### src/rtl/cfg_shift_rx_pkg.sv
// Shared sizes, state encodings and helpers for the configuration shift receiver
// and the sequencer FSM that drives it.
package cfg_shift_rx_pkg;

    localparam int SIZESRSTAT_DEF  = 88;
    localparam int SIZESRDYN_DEF   = 16;
    localparam int SIZEADDRMUX_DEF = 7;

    localparam int CNT_W = 7;
    localparam int WD_W  = 8;

    localparam logic [1:0] ST_IDLE       = 2'd0;
    localparam logic [1:0] ST_SHIFT_DYN  = 2'd1;
    localparam logic [1:0] ST_SHIFT_STAT = 2'd2;
    localparam logic [1:0] ST_HOLD       = 2'd3;

    localparam logic [CNT_W-1:0] CNT_MAX  = '1;
    // Terminal watchdog value: the HOLD cycle seeing this value is the 255th one.
    localparam logic [WD_W-1:0]  WD_LIMIT = 8'd254;

    function automatic logic [CNT_W-1:0] sat_inc(input logic [CNT_W-1:0] c);
        return (c == CNT_MAX) ? c : c + CNT_W'(1);
    endfunction

endpackage

### src/rtl/cfg_shift_rx_shift_capture.sv
// Serial-in shadow register with a saturating bit counter; clear wins over enable.
module shift_capture
    import cfg_shift_rx_pkg::*;
#(
    parameter int W = 16
) (
    input  logic             CLK,
    input  logic             RST_N,
    input  logic             en_i,
    input  logic             clr_i,
    input  logic             sdi_i,
    output logic [W-1:0]     shadow_o,
    output logic [CNT_W-1:0] count_o
);

    logic [W-1:0]     shadow_q, shadow_d;
    logic [CNT_W-1:0] count_q, count_d;

    always_comb begin
        shadow_d = shadow_q;
        count_d  = count_q;
        if (clr_i) begin
            shadow_d = '0;
            count_d  = '0;
        end else if (en_i) begin
            shadow_d = {shadow_q[W-2:0], sdi_i};
            count_d  = sat_inc(count_q);
        end
    end

    always_ff @(posedge CLK or negedge RST_N) begin
        if (!RST_N) begin
            shadow_q <= '0;
            count_q  <= '0;
        end else begin
            shadow_q <= shadow_d;
            count_q  <= count_d;
        end
    end

    assign shadow_o = shadow_q;
    assign count_o  = count_q;

endmodule

### src/rtl/cfg_shift_rx.sv
// Receives dynamic and static configuration frames serially and commits them to the
// active registers only when a frame has exactly the right length.
module cfg_shift_rx
    import cfg_shift_rx_pkg::*;
#(
    parameter int SIZESRSTAT  = SIZESRSTAT_DEF,
    parameter int SIZESRDYN   = SIZESRDYN_DEF,
    parameter int SIZEADDRMUX = SIZEADDRMUX_DEF
) (
    input  logic                   CLK,
    input  logic                   RST_N,
    input  logic                   sdi,
    input  logic                   sel_dyn,
    input  logic                   sel_stat,
    input  logic                   en_fin,
    output logic [SIZESRDYN-1:0]   dyn_q,
    output logic [SIZESRSTAT-1:0]  stat_q,
    output logic [SIZEADDRMUX-1:0] addr_mux,
    output logic                   dyn_valid,
    output logic                   stat_valid,
    output logic                   frame_err,
    output logic                   busy
);

    logic [1:0]            state_q, state_d;
    logic [WD_W-1:0]       wd_q, wd_d;
    logic                  seen_q, seen_d;
    logic [SIZESRDYN-1:0]  dyn_word_q;
    logic [SIZESRSTAT-1:0] stat_word_q;
    logic                  dyn_valid_q, stat_valid_q, err_q;

    logic                  dyn_en, stat_en, clr;
    logic                  dyn_ld, stat_ld, err;
    logic [SIZESRDYN-1:0]  dyn_shadow;
    logic [SIZESRSTAT-1:0] stat_shadow;
    logic [CNT_W-1:0]      dyn_cnt, stat_cnt;

    shift_capture #(.W(SIZESRDYN)) u_cap_dyn (
        .CLK      (CLK),
        .RST_N    (RST_N),
        .en_i     (dyn_en),
        .clr_i    (clr),
        .sdi_i    (sdi),
        .shadow_o (dyn_shadow),
        .count_o  (dyn_cnt)
    );

    shift_capture #(.W(SIZESRSTAT)) u_cap_stat (
        .CLK      (CLK),
        .RST_N    (RST_N),
        .en_i     (stat_en),
        .clr_i    (clr),
        .sdi_i    (sdi),
        .shadow_o (stat_shadow),
        .count_o  (stat_cnt)
    );

    always_comb begin
        state_d = state_q;
        wd_d    = wd_q;
        seen_d  = seen_q;
        dyn_en  = 1'b0;
        stat_en = 1'b0;
        dyn_ld  = 1'b0;
        stat_ld = 1'b0;
        err     = 1'b0;
        case (state_q)
            ST_IDLE: begin
                // The entry cycle already carries the first bit.
                if (sel_dyn && !en_fin) begin
                    dyn_en  = 1'b1;
                    state_d = ST_SHIFT_DYN;
                end else if (sel_stat && !sel_dyn) begin
                    stat_en = 1'b1;
                    state_d = ST_SHIFT_STAT;
                end
            end
            ST_SHIFT_DYN: begin
                if (sel_dyn) begin
                    dyn_en = 1'b1;
                end else if (sel_stat && dyn_cnt == CNT_W'(SIZESRDYN)) begin
                    dyn_ld  = 1'b1;
                    wd_d    = '0;
                    seen_d  = 1'b0;
                    state_d = ST_HOLD;
                end else begin
                    err     = 1'b1;
                    state_d = ST_IDLE;
                end
            end
            ST_SHIFT_STAT: begin
                if (sel_dyn) begin
                    err     = 1'b1;
                    state_d = ST_IDLE;
                end else if (sel_stat) begin
                    stat_en = 1'b1;
                end else if (stat_cnt == CNT_W'(SIZESRSTAT)) begin
                    stat_ld = 1'b1;
                    state_d = ST_IDLE;
                end else begin
                    err     = 1'b1;
                    state_d = ST_IDLE;
                end
            end
            ST_HOLD: begin
                seen_d = seen_q | en_fin;
                if (!en_fin && !sel_dyn) begin
                    state_d = ST_IDLE;
                end else if (!seen_q && !en_fin) begin
                    // Watchdog only runs while the sequencer has never acknowledged.
                    if (wd_q == WD_LIMIT) begin
                        err     = 1'b1;
                        state_d = ST_IDLE;
                    end else begin
                        wd_d = wd_q + WD_W'(1);
                    end
                end
            end
            default: state_d = ST_IDLE;
        endcase
        clr = (state_d == ST_IDLE);
    end

    always_ff @(posedge CLK or negedge RST_N) begin
        if (!RST_N) begin
            state_q      <= ST_IDLE;
            wd_q         <= '0;
            seen_q       <= 1'b0;
            dyn_word_q   <= '0;
            stat_word_q  <= '0;
            dyn_valid_q  <= 1'b0;
            stat_valid_q <= 1'b0;
            err_q        <= 1'b0;
        end else begin
            state_q      <= state_d;
            wd_q         <= wd_d;
            seen_q       <= seen_d;
            dyn_valid_q  <= dyn_ld;
            stat_valid_q <= stat_ld;
            err_q        <= err;
            if (dyn_ld)  dyn_word_q  <= dyn_shadow;
            if (stat_ld) stat_word_q <= stat_shadow;
        end
    end

    assign dyn_q      = dyn_word_q;
    assign stat_q     = stat_word_q;
    assign addr_mux   = dyn_word_q[SIZESRDYN-1 -: SIZEADDRMUX];
    assign dyn_valid  = dyn_valid_q;
    assign stat_valid = stat_valid_q;
    assign frame_err  = err_q;
    assign busy       = (state_q != ST_IDLE);

endmodule

### config.mk
export PLATFORM = sky130hd
export DESIGN_NAME = cfg_shift_rx
export DESIGN_NICKNAME = d
export VERILOG_FILES = /design/src/rtl/cfg_shift_rx_pkg.sv /design/src/rtl/cfg_shift_rx_shift_capture.sv /design/src/rtl/cfg_shift_rx.sv
export SDC_FILE = /design/constraint.sdc
export NUM_CORES = 1
export LEC_CHECK = 0
export CAP_MARGIN = 20
export CORE_MARGIN = 3
export CORE_UTILIZATION = 40
export CTS_BUF_LIST = sky130_fd_sc_hd__clkbuf_4 sky130_fd_sc_hd__clkbuf_8
export DETAILED_ROUTE_END_ITERATION = 8
export DONT_BUFFER_PORTS = 1
export PLACE_DENSITY = 0.56
export SLEW_MARGIN = 15
export SYNTH_ARGS = -nofsm -noshare
export SYNTH_HDL_FRONTEND = slang
export SYNTH_SLANG_ARGS = --single-unit
export TNS_END_PERCENT = 100
### constraint.sdc
create_clock -name CLK -period 2.2 [get_ports CLK]
set_input_delay 0.11 -clock CLK [delete_from_list [all_inputs] [get_ports CLK]]
set_output_delay 0.11 -clock CLK [all_outputs]
set_load 0.01 [all_outputs]
==> flow_summary.toml <==
[timing]
fmax_mhz = 498.5
max-slew-margin-rel = 0.5807
rsz0062_at_grt = "false"
finalCritPeriodShare = 0.9119
worst_pin_slew_ns = 0.6290
final.setup_skew_ns = 0.02139
hold_ws_ns = -0.7059
hold_viol = 236
finalCriticalPeriod_ns = 2.006
setup_viol = 0
tns_ns = 0
drv_slew = 0

[logic_synthesis]
synth_cell_types = 49
synth_seq_cells = 236
synth.avg_cell_area_um2 = 13.55
yosysSeqAreaShare = 0.6372
yosysWarnings = 0
synth_edf_count = 0
synth.net_count = 696
yosysTopAreaCell = "dfrtp_1"
synth_area_mm2 = 0.009268
ys.flop_type = "dfrtp_1"
postSynthCellCount = 684
yosysTopAreaCellShare = 0.6372
synthArstFlopShare = 1.000
synthTopCellsByArea = "dfrtp_1 (64%), mux2_2 (11%), a22o_1 (8.3%)"

[place]
hpwl_mm = 10.79
port_buffers = 0
gp_congestion = 0.7794

[setup_path]
worst_path_max_delay_cell = "dfrtp_1"
max_stage_delay_ns = 0.43
crit_chain = "nor4b_2 > a311oi_1 > buf_4 > o31ai_4 > buf_12 > a22o_1"
reg2reg_slack_ns = 0.19
path_buf_inv = 2
crit_fanout = 45
cp.required_ns = 2.66
crit_family = "compound AO/OA/AOI/OAI gates"
critPathCaptureType = "flop"
critPathArrivalTime_ns = 2.47
start_kind = "flop"
crit_type = "flop to flop"

[cts]
cts_setup_buffers = 0
post_cts_resized = 0
root_buffer = "clkbuf_8"
cts_buffers = 41
clock_sinks = 236
tritoncts = "yes"
clockBufferDepth = 3
cts_max_level = 2
insertion_delay_ns = 0.53
hold_buffers = 5
clk_pin_slew_worst_paths_ns = 0.06

[die]
core_area_mm2 = 0.02271
rows = 55
die_y_um = 158.2
fp.dieW_um = 158.2
io_pins = 121
initial_core_util = 0.4081
die_area_mm2 = 0.02503

[pwr]
power_density_mw_per_mm2 = 910.1
total_power_mw = 9.621
switchingPower_mw = 2.292
ir_drop_uv = 394.5
pwr-share-clk = 0.464
netSwitchingFraction = 0.2382
p_comb_frac = 0.071
p_int_mw = 7.329
seqPwrFrac = 0.465
leakagePower_nw = 5.213

[flow_run]
cap_viol_max_count = 0

[global_routing]
antenna_found_initial = 0
overflow = 0
track_usage = 0.1458
grt_first_pass_wirelength_mm = 29.84
grt_pass1_vias = 5662
grt_max_degree = 237

[routing]
vias_per_cell = 5.454
drt-wirelength-per-cell_um = 18.17
drc = 0
dr.pass1.iters = 4
vias = 5525
drt_wl_total_mm = 18.41
final_antenna_net_count = 0
drt_iter0_markers = 319

[run_status]
status = "finished, violations left"
violations = "hold timing"

[hold_path]
hp-class = "primary input to asynchronous set/reset pin"

[layout]
synthToLayoutAreaGrowth_pct = 14.07
drive_gt1_frac = 0.2541
fin_nets = 708
antennaDiodeCount = 0
==> cells in the final DEF, fill, tap and decap left out, types with 6 or more instances in the layout <==
cell and count:
buf_4 8, nand3_1 11, ha_1 6, a22o_1 88, dfrtp_1 236, a21oi_1 29
inv_1 13, buf_12 6, clkbuf_4 9, mux2_2 88, o21ai_0 9, mux2i_1 18
nor2_1 10, clkbuf_8 57, nand2_1 57
==> path summary, 6_finish.rpt <==
check,from,endpoint,cells past startpoint
worst max register to register,u_cap_dyn.count_o[2],u_cap_stat.shadow_o[62],6
max in group asynchronous,RST_N,u_cap_stat.count_o[4],0
worst min register to register,u_cap_dyn.shadow_o[5],dyn_q[5],2
worst min-delay path,RST_N,stat_q[22],0
worst max-delay path,u_cap_dyn.count_o[2],u_cap_stat.shadow_o[62],6
min in group CLK,sel_dyn,frame_err,4
==> worst register-to-register path: stages (launching register included) <==
cell and delay, ns:
dfrtp_1 0.43, nor4b_2 0.38, a311oi_1 0.14, buf_4 0.16, o31ai_4 0.33, buf_12 0.27, a22o_1 0.22
==> cell type report <==
class	instances	area [um2]
fill	2032	12140
sequential	236	5906
multi-input combinational	385	3073
clock buffer	66	852.1
tap	285	356.6
timing repair buffer	19	230.2
clock inverter	9	105.1
inverter	13	48.80
==> per-layer routing <==
metal / share of wire / track usage / vias up
li1: - / - / 2520
met2: 0.48 / 0.2335 / 148
met4: 0.019 / 0.04793 / 0
met3: 0.069 / 0.04675 / 29
met5: 0 / 0 / -
met1: 0.43 / 0.1886 / 2828
==> sequential cells by signal, indices dropped and copies added (netlist names) <==
name	cells
stat_q	88
u_cap_stat.shadow_o	88
dyn_q	16
u_cap_dyn.shadow_o	16
wd_q	8
u_cap_dyn.count_o	7
u_cap_stat.count_o	7
state_q	2
dyn_valid	1
frame_err	1
seen_q	1
stat_valid	1
==> cell usage after synthesis (2+ instances only) <==
cell type and number:
dfrtp_1 236, mux2i_1 18, nand2_1 57, clkbuf_1 16
nor3_1 3, o41ai_1 2, a22oi_1 5, nand4_1 4
a31oi_1 3, nor2_1 10, or4_1 4, a22o_1 88
ha_1 6, o211ai_1 3, a311oi_1 2, a21oi_1 29
buf_4 9, xnor2_1 3, nand3_1 11, inv_1 13
mux2_2 88, and3_1 2, or3_1 5, buf_2 24
nor3b_1 3, xor2_1 3, o21ai_0 9, a2bb2oi_1 2
o31ai_1 4, nor2b_1 3
==> stage by stage <==
stage / setup slack (ns) / utilization / hold slack [ns] / instance area [um2] / instances
6_report: 0.1939 / 0.4655 / -0.7059 / 10570 / 1013
5_1_grt: 0.04784 / 0.4655 / -0.7555 / 10570 / 1013
4_1_cts: 0.1789 / 0.4655 / -0.7552 / 10570 / 1013
3_3_place_gp: 0.2513 / 0.4212 / -0.1749 / 9564 / 933
3_5_place_dp: 0.2041 / 0.4212 / -0.1750 / 9564 / 933
2_1_floorplan: 0.2093 / - / -0.1856 / 9268 / 684
==> power by group through the flow <==
stage	Sequential [mW]	Combinational, mW	Clock, mW
2_1_floorplan	4.51	0.503	0
3_3_place_gp	4.54	0.644	0
3_5_place_dp	4.54	0.668	0
4_1_cts	4.47	0.690	4.64
5_1_grt	4.48	0.746	4.86
6_report	4.47	0.681	4.47
==> cell families after synthesis <==
kind of cell / count (synthesis) / synth area share
muxes: 106 / 0.1264
xor gates and xnor gates: 6 / 0.005671
DFF: 236 / 0.6372
buffers and inverters: 63 / 0.03240
and+or+nand+nor: 112 / 0.05994
adders and majority gates: 6 / 0.008100
AOI/OAI and AO/OA: 155 / 0.1303
Note: power is estimated with default switching activity, not from simulation.
